`src/rtl/input_cond_pkg.sv`:
```
// rtl/input_cond_pkg.sv - shared state encoding and default timing constants for input conditioning
package input_cond_pkg;

    typedef enum logic [1:0] {
        ST_IDLE         = 2'd0,
        ST_PRESS_WAIT   = 2'd1,
        ST_PRESSED      = 2'd2,
        ST_RELEASE_WAIT = 2'd3
    } state_e;

    localparam int DEBOUNCE_DEFAULT = 328;
    localparam int LONG_DEFAULT     = 65536;

endpackage

```
`src/rtl/debounce_channel.sv`:
```
// rtl/debounce_channel.sv - one pad: 2-flop sync, debounce FSM, optional long-press detection
module debounce_channel
    import input_cond_pkg::*;
#(
    parameter bit HAS_LONG        = 1'b0,
    parameter int DEBOUNCE_CYCLES = DEBOUNCE_DEFAULT,
    parameter int LONG_CYCLES     = LONG_DEFAULT
) (
    input  logic clk_i,
    input  logic rst_ni,
    input  logic pad_ni,
    output logic accept_o,
    output logic short_o,
    output logic long_o
);

    localparam int              DW       = $clog2(DEBOUNCE_CYCLES + 1);
    localparam logic [DW-1:0]   DEB_LAST = DW'(DEBOUNCE_CYCLES - 1);
    localparam bit              DEB_ONE  = (DEBOUNCE_CYCLES == 1);

    logic [1:0]    sync_q;
    logic          s;
    state_e        state_q, state_d;
    logic [DW-1:0] cnt_q, cnt_d;
    logic          accept_q, accept_d;
    logic          release_d;

    // Stored inverted so that the reset value 0 means "inactive".
    always_ff @(posedge clk_i or negedge rst_ni) begin
        if (!rst_ni) begin
            sync_q <= 2'b00;
        end else begin
            sync_q <= {sync_q[0], ~pad_ni};
        end
    end

    assign s = sync_q[1];

    // The count includes the sample that left the stable state, so the
    // transition is taken on the DEBOUNCE_CYCLES-th consecutive sample.
    always_comb begin
        state_d   = state_q;
        cnt_d     = cnt_q;
        accept_d  = 1'b0;
        release_d = 1'b0;
        case (state_q)
            ST_IDLE: begin
                if (s) begin
                    if (DEB_ONE) begin
                        state_d  = ST_PRESSED;
                        accept_d = 1'b1;
                    end else begin
                        state_d = ST_PRESS_WAIT;
                        cnt_d   = DW'(1);
                    end
                end
            end
            ST_PRESS_WAIT: begin
                if (!s) begin
                    state_d = ST_IDLE;
                    cnt_d   = '0;
                end else if (cnt_q == DEB_LAST) begin
                    state_d  = ST_PRESSED;
                    cnt_d    = '0;
                    accept_d = 1'b1;
                end else begin
                    cnt_d = cnt_q + DW'(1);
                end
            end
            ST_PRESSED: begin
                if (!s) begin
                    if (DEB_ONE) begin
                        state_d   = ST_IDLE;
                        release_d = 1'b1;
                    end else begin
                        state_d = ST_RELEASE_WAIT;
                        cnt_d   = DW'(1);
                    end
                end
            end
            default: begin
                if (s) begin
                    state_d = ST_PRESSED;
                    cnt_d   = '0;
                end else if (cnt_q == DEB_LAST) begin
                    state_d   = ST_IDLE;
                    cnt_d     = '0;
                    release_d = 1'b1;
                end else begin
                    cnt_d = cnt_q + DW'(1);
                end
            end
        endcase
    end

    always_ff @(posedge clk_i or negedge rst_ni) begin
        if (!rst_ni) begin
            state_q  <= ST_IDLE;
            cnt_q    <= '0;
            accept_q <= 1'b0;
        end else begin
            state_q  <= state_d;
            cnt_q    <= cnt_d;
            accept_q <= accept_d;
        end
    end

    assign accept_o = accept_q;

    generate
        if (HAS_LONG) begin : g_long
            localparam int            HW        = $clog2(LONG_CYCLES + 1);
            localparam logic [HW-1:0] HOLD_MAX  = HW'(LONG_CYCLES);
            localparam logic [HW-1:0] HOLD_LAST = HW'(LONG_CYCLES - 1);

            logic [HW-1:0] hold_q, hold_d;
            logic          long_done_q, long_done_d;
            logic          short_q, short_d;
            logic          long_q;
            logic          holding;
            logic          long_hit;

            assign holding  = (state_q == ST_PRESSED) || (state_q == ST_RELEASE_WAIT);
            assign long_hit = holding && (hold_q == HOLD_LAST);

            // Hold time survives release bounce and only restarts from IDLE.
            always_comb begin
                hold_d      = hold_q;
                long_done_d = long_done_q;
                if (!holding) begin
                    hold_d = '0;
                end else if (hold_q != HOLD_MAX) begin
                    hold_d = hold_q + HW'(1);
                end
                if (state_d == ST_IDLE) begin
                    long_done_d = 1'b0;
                end else if (long_hit) begin
                    long_done_d = 1'b1;
                end
                short_d = release_d && !long_done_q && !long_hit;
            end

            always_ff @(posedge clk_i or negedge rst_ni) begin
                if (!rst_ni) begin
                    hold_q      <= '0;
                    long_done_q <= 1'b0;
                    short_q     <= 1'b0;
                    long_q      <= 1'b0;
                end else begin
                    hold_q      <= hold_d;
                    long_done_q <= long_done_d;
                    short_q     <= short_d;
                    long_q      <= long_hit;
                end
            end

            assign short_o = short_q;
            assign long_o  = long_q;
        end else begin : g_no_long
            logic short_q;

            always_ff @(posedge clk_i or negedge rst_ni) begin
                if (!rst_ni) begin
                    short_q <= 1'b0;
                end else begin
                    short_q <= release_d;
                end
            end

            assign short_o = short_q;
            assign long_o  = 1'b0;
        end
    endgenerate

endmodule

```
`src/rtl/input_conditioner.sv`:
```
// rtl/input_conditioner.sv - conditions four active-low pads into clean single-cycle event pulses
module input_conditioner
    import input_cond_pkg::*;
#(
    parameter int DEBOUNCE_CYCLES = DEBOUNCE_DEFAULT,
    parameter int LONG_CYCLES     = LONG_DEFAULT
) (
    input  logic Clock,
    input  logic nReset,
    input  logic nFork,
    input  logic nCrank,
    input  logic nMode,
    input  logic nTrip,
    output logic ForkPulse,
    output logic CrankPulse,
    output logic ModeShort,
    output logic ModeLong,
    output logic TripShort,
    output logic TripLong
);

    logic fork_rel, fork_long;
    logic crank_rel, crank_long;
    logic mode_acc, trip_acc;
    logic unused_events;

    debounce_channel #(
        .HAS_LONG(1'b0), .DEBOUNCE_CYCLES(DEBOUNCE_CYCLES), .LONG_CYCLES(LONG_CYCLES)
    ) u_fork (
        .clk_i(Clock), .rst_ni(nReset), .pad_ni(nFork),
        .accept_o(ForkPulse), .short_o(fork_rel), .long_o(fork_long)
    );

    debounce_channel #(
        .HAS_LONG(1'b0), .DEBOUNCE_CYCLES(DEBOUNCE_CYCLES), .LONG_CYCLES(LONG_CYCLES)
    ) u_crank (
        .clk_i(Clock), .rst_ni(nReset), .pad_ni(nCrank),
        .accept_o(CrankPulse), .short_o(crank_rel), .long_o(crank_long)
    );

    debounce_channel #(
        .HAS_LONG(1'b1), .DEBOUNCE_CYCLES(DEBOUNCE_CYCLES), .LONG_CYCLES(LONG_CYCLES)
    ) u_mode (
        .clk_i(Clock), .rst_ni(nReset), .pad_ni(nMode),
        .accept_o(mode_acc), .short_o(ModeShort), .long_o(ModeLong)
    );

    debounce_channel #(
        .HAS_LONG(1'b1), .DEBOUNCE_CYCLES(DEBOUNCE_CYCLES), .LONG_CYCLES(LONG_CYCLES)
    ) u_trip (
        .clk_i(Clock), .rst_ni(nReset), .pad_ni(nTrip),
        .accept_o(trip_acc), .short_o(TripShort), .long_o(TripLong)
    );

    // Sensors only report contacts; buttons only report release/hold.
    assign unused_events = &{1'b0, fork_rel, fork_long, crank_rel, crank_long, mode_acc, trip_acc};

endmodule

```
`config.mk`:
```
export PLATFORM = sky130hd
export DESIGN_NAME = input_conditioner
export DESIGN_NICKNAME = d
export VERILOG_FILES = /design/src/rtl/input_cond_pkg.sv /design/src/rtl/debounce_channel.sv /design/src/rtl/input_conditioner.sv
export SDC_FILE = /design/constraint.sdc
export NUM_CORES = 1
export LEC_CHECK = 0
export ABC_AREA = 0
export CORE_MARGIN = 1.5
export CORE_UTILIZATION = 55
export CTS_BUF_LIST = sky130_fd_sc_hd__clkbuf_8
export DETAILED_ROUTE_END_ITERATION = 8
export PLACE_DENSITY = 0.73
export SYNTH_ARGS = -nofsm -noshare
export SYNTH_HDL_FRONTEND = slang
export SYNTH_SLANG_ARGS = --single-unit
```
`constraint.sdc`:
```
create_clock -name Clock -period 2.3 [get_ports Clock]
set_input_delay 0.46 -clock Clock [delete_from_list [all_inputs] [get_ports Clock]]
set_output_delay 0.46 -clock Clock [all_outputs]
set_load 0.02 [all_outputs]
```
==> results.md <==
- Setup repair after global routing left no endpoint under its margin.
- In the final routed layout, each cell accounts on average for 14.0 um.
- The count of input and output buffers is 11.
- By startpoint and endpoint, the worst setup path is classified as reg2reg.
- The worst pin sits at a relative slew slack of 60.7%.
- At the end of routability-driven placement, the weighted congestion stood at 0.837.
- The post-DP HPWL is 5.96 mm.
- The number of nets in the finished design is 522.
- The mapped netlist covers 4890 um^2.
- The sink count of the clock tree is 94.
- The setup-violating endpoint count in the final report is 0.
- Signal routing reaches up to met4.
- The post-synthesis register bit count is 94.
- Yosys printed 0 warnings.
- The data arrival time of the worst path is 2240 ps.
- The share of the Yosys chip area taken by registers is 48.1%.
- The die covers 9470 um^2.
- Counting flops with a built-in enable in the synthesized netlist gives 0.
- Setup slack on the critical path of the routed design comes to 315 ps.
- Net switching is 30.0% of the power.
- The final count of hold timing violations was 0.
- For the pin with the worst max-slew slack, the measured transition is 590 ps.
- The synthesized design devotes to its leading area cell type 48.1% of total area.
- The peak ir drop on the vdd network is 0.000345 V.
- Of the total synthesized cell area, the portion taken by AND, OR, NAND and NOR gates is 24.3%.
- The floorplan step set the die height to 97.3 um.
- The multiplexer share of the synthesized area is 4.29%.
- The worst-case clock buffer depth is 2.
- The final routed wirelength across all metal layers is 8.52 mm.
- The library cells used most frequently in the layout, excluding fill and tap cells, are 94 x dfrtp_1, 43 x nand2_1, 30 x nand3_1, 24 x inv_1, 23 x and2_1.
- The chip width is 97.3 um.
- Before antenna repair, the detailed router went through 4 iterations.
- The area of the placeable core is 8680 um^2.
- The number of I/O pins is 12.
- The area added between synthesis and finish is 8.41%.
- The share of total power dissipated in the clock network is 26.2%.
- The tool flagged a number of max-cap violations equal to 0.
- The sequential fraction of design power is 52.1%.
- The worst setup path is launched from a register.
- The endpoint type of the worst setup path is a register.
- Leaving out fill and tap cells, the most frequent cell in the layout is dfrtp_1.
- The power density over the cells is 661 nW/um^2.
- The worst hold path belongs to the class in2async.
- The TritonCTS clock tree is done.
- Clock-pin slew was measured on the worst setup and hold paths at 90 ps.
- Buffers inserted to repair hold after CTS numbered 0.
- The fraction of layout cells with a size suffix above 1 is 7.39%.
- The xor and xnor fraction of the mapped netlist area is 5.55%.
- The via density per instance is 5.82.
- The adder and majority gate portion of the synthesized area is 4.60%.
- The number of antenna violations at the first check in global routing is 0.
- The via count of the first global-routing pass is 3,474.
- For this run the aggregate overflow at the end of global routing stands at 0.
- Prior to clock tree synthesis, the placed netlist has a worst setup slack of 326 ps.
- Adding up every negative setup slack in the final design gives 0 ps.
- After synthesis, the share of flip-flops with an asynchronous set or reset is 100%.
- The H-tree generated during clock tree synthesis spans 3 levels.
- Summing the areas of all compound-gate instances in the mapped netlist gives 10.7% of the synthesized area.
- The number of setup buffers added after CTS is 0.
- A synthesized cell averages 10.2 um^2.
- The post-detailed-route DRC marker count is 0.
- Cell internal power was estimated by the tool at 2.46 mW.
- Combinational logic is responsible for 21.6% of the overall power.
- The final count of pins violating max slew came to 0.
- Gates resized during post-CTS repair numbered 0.
- The setup clock skew after layout is 13.8 ps.
- Once the floorplan was initialized, standard cells occupied 56.4% of the core.
- The leakage power figure is 2.41 nW.
- The number of antenna-violating nets in the routed design is 0.
- The combinational family with the most area after synthesis is simple AND/OR/NAND/NOR gates.
- The achievable clock frequency is 504 MHz.
- Summed over all nets, wire length on met3 after detailed routing comes to 170 um.
- The required time of the worst setup path is 2550 ps.
- Wire segments on met2 add up to 4.21 mm in the final route.
- Sorting the synthesized cells by area gives the leading types as dfrtp_1 48%, ha_1 4.6%, xnor2_1 3.8%, nand2_1 3.3%, nand3_1 3.1%.
- The number of diodes is 0.
- The detailed-routing wirelength on met1 is 4.03 mm.
- For this run, the leading register cell type out of synthesis is dfrtp_1.
- Global routing consumed, over all layers together, 19.0% of the routing resources.
- The clock latency reported for the late side of the worst-skew pair is 350 ps.
- The count of standard-cell rows is 34.
- The cell type with the highest aggregate area in the netlist is dfrtp_1.
- The number of design-rule violations left by the first detailed-router iteration is 114.
- Detailed routing inserted a total of 3,547 vias.
- The analysis attributes to net switching a power of 1.05 mW.
- The total CTS buffers is 9.
- The root cell of the clock tree is clkbuf_8.
- The post-route clock period utilization is 86.3%.
- The first global-routing pass estimated 15.0 mm of wire.
- The flow ran to the end, and the final reports show no timing, DRC or antenna violations.
- After technology mapping, the gate count stands at 479.
- Counting I/O delays and the setup requirement, the final critical path takes 1990 ps.
- In this run the worst path has a maximum fanout of 5.
- The number of unique standard cell types used by synthesis is 56.
- The pin count of the biggest net entering global routing is 95.
- The net count after synthesis is 503.
-- kinds of logic after synthesis --
group / Yosys count
muxes: 20
adders and majority gates: 18
and+or+nand+nor: 210
buffers and inverters: 31
xor gates and xnor gates: 31
AOI/OAI and AO/OA: 75
DFF: 94
-- state kept, by name, summed over array words and instances (netlist names), 9 cells and up, named ones only --
| signal | cells |
|---|---|
| u_mode.g_long.hold_q | 17 |
| u_trip.g_long.hold_q | 17 |
| u_crank.cnt_q | 9 |
| u_fork.cnt_q | 9 |
| u_mode.cnt_q | 9 |
| u_trip.cnt_q | 9 |
-- worst max-delay path, cell delays in order (launching register included) --
cell and delay (ps):
dfrtp_1 430, ha_1 270, and3_1 220, nand3_1 80, nor3_1 60, and3_1 190, ha_1 160, and2_1 160
nor2_1 100, nor4bb_1 220
-- routing by layer --
metal  up-vias  GRT usage [%]
met5         -              0
met4         0           8.68
met3        12           3.38
met2        32           31.7
met1      1736           24.3
li1       1767              -
-- area by class of cell --
cell class / count / area [um^2]
fillers: 735 / 3370
clock inverters: 4 / 17.5
clock buffers: 10 / 138
repair buffers: 17 / 165
well taps: 108 / 135
flip-flops and latches: 94 / 2350
inverters: 22 / 82.6
multi-input cells: 354 / 2420
-- cell usage after synthesis, types with 9 or more instances --
| cell type | count |
|---|---|
| ha_1 | 18 |
| a31oi_1 | 9 |
| xor2_1 | 10 |
| nand3_1 | 30 |
| nor3_1 | 11 |
| nand2_1 | 43 |
| a21oi_1 | 10 |
| inv_1 | 22 |
| and2_1 | 23 |
| nand4_1 | 13 |
| mux2i_1 | 12 |
| o21ai_0 | 19 |
| and3_1 | 16 |
| nor4_1 | 9 |
| dfrtp_1 | 94 |
| nand2b_1 | 9 |
| xnor2_1 | 21 |
| a22o_1 | 11 |
| nor2_1 | 21 |
-- final timing paths --
kind,start,end,slack [ps],depth (start not counted)
setup / recovery,u_trip.g_long.hold_q[0]$_DFFE_PN0P_,u_trip.short_o$_DFF_PN0_,310,9
hold reg to reg,u_fork.sync_q[0]$_DFF_PN0_,u_fork.sync_q[1]$_DFF_PN0_,350,0
max in group asynchronous,nReset,u_trip.g_long.hold_q[16]$_DFFE_PN0P_,1780,2
min in group Clock,u_fork.sync_q[0]$_DFF_PN0_,u_fork.sync_q[1]$_DFF_PN0_,350,0
setup reg to reg,u_trip.g_long.hold_q[0]$_DFFE_PN0P_,u_trip.short_o$_DFF_PN0_,310,9
hold / removal,nReset,u_fork.cnt_q[2]$_DFFE_PN0P_,120,2
-- power groups by stage --
stage | registers [mW] | logic (mW) | clock network [mW]
after floorplan | 1.84 | 0.591 | 0
after global placement | 1.85 | 0.723 | 0
after detailed placement | 1.86 | 0.764 | 0
after CTS | 1.83 | 0.770 | 0.960
after global routing | 1.84 | 0.869 | 1.02
final | 1.83 | 0.759 | 0.921
-- through the flow --
step	total power [mW]	utilization (%)	instances	area, um^2	hold WS [ps]
finish	3.51	61.1	609	5310	116
floorplan	2.43	-	479	4890	164
global placement	2.58	59.4	595	5150	332
CTS	3.56	61.1	609	5310	162
global route	3.74	61.1	609	5310	185
detailed placement	2.63	59.4	595	5150	336
Power figures use the tool's default switching activity.
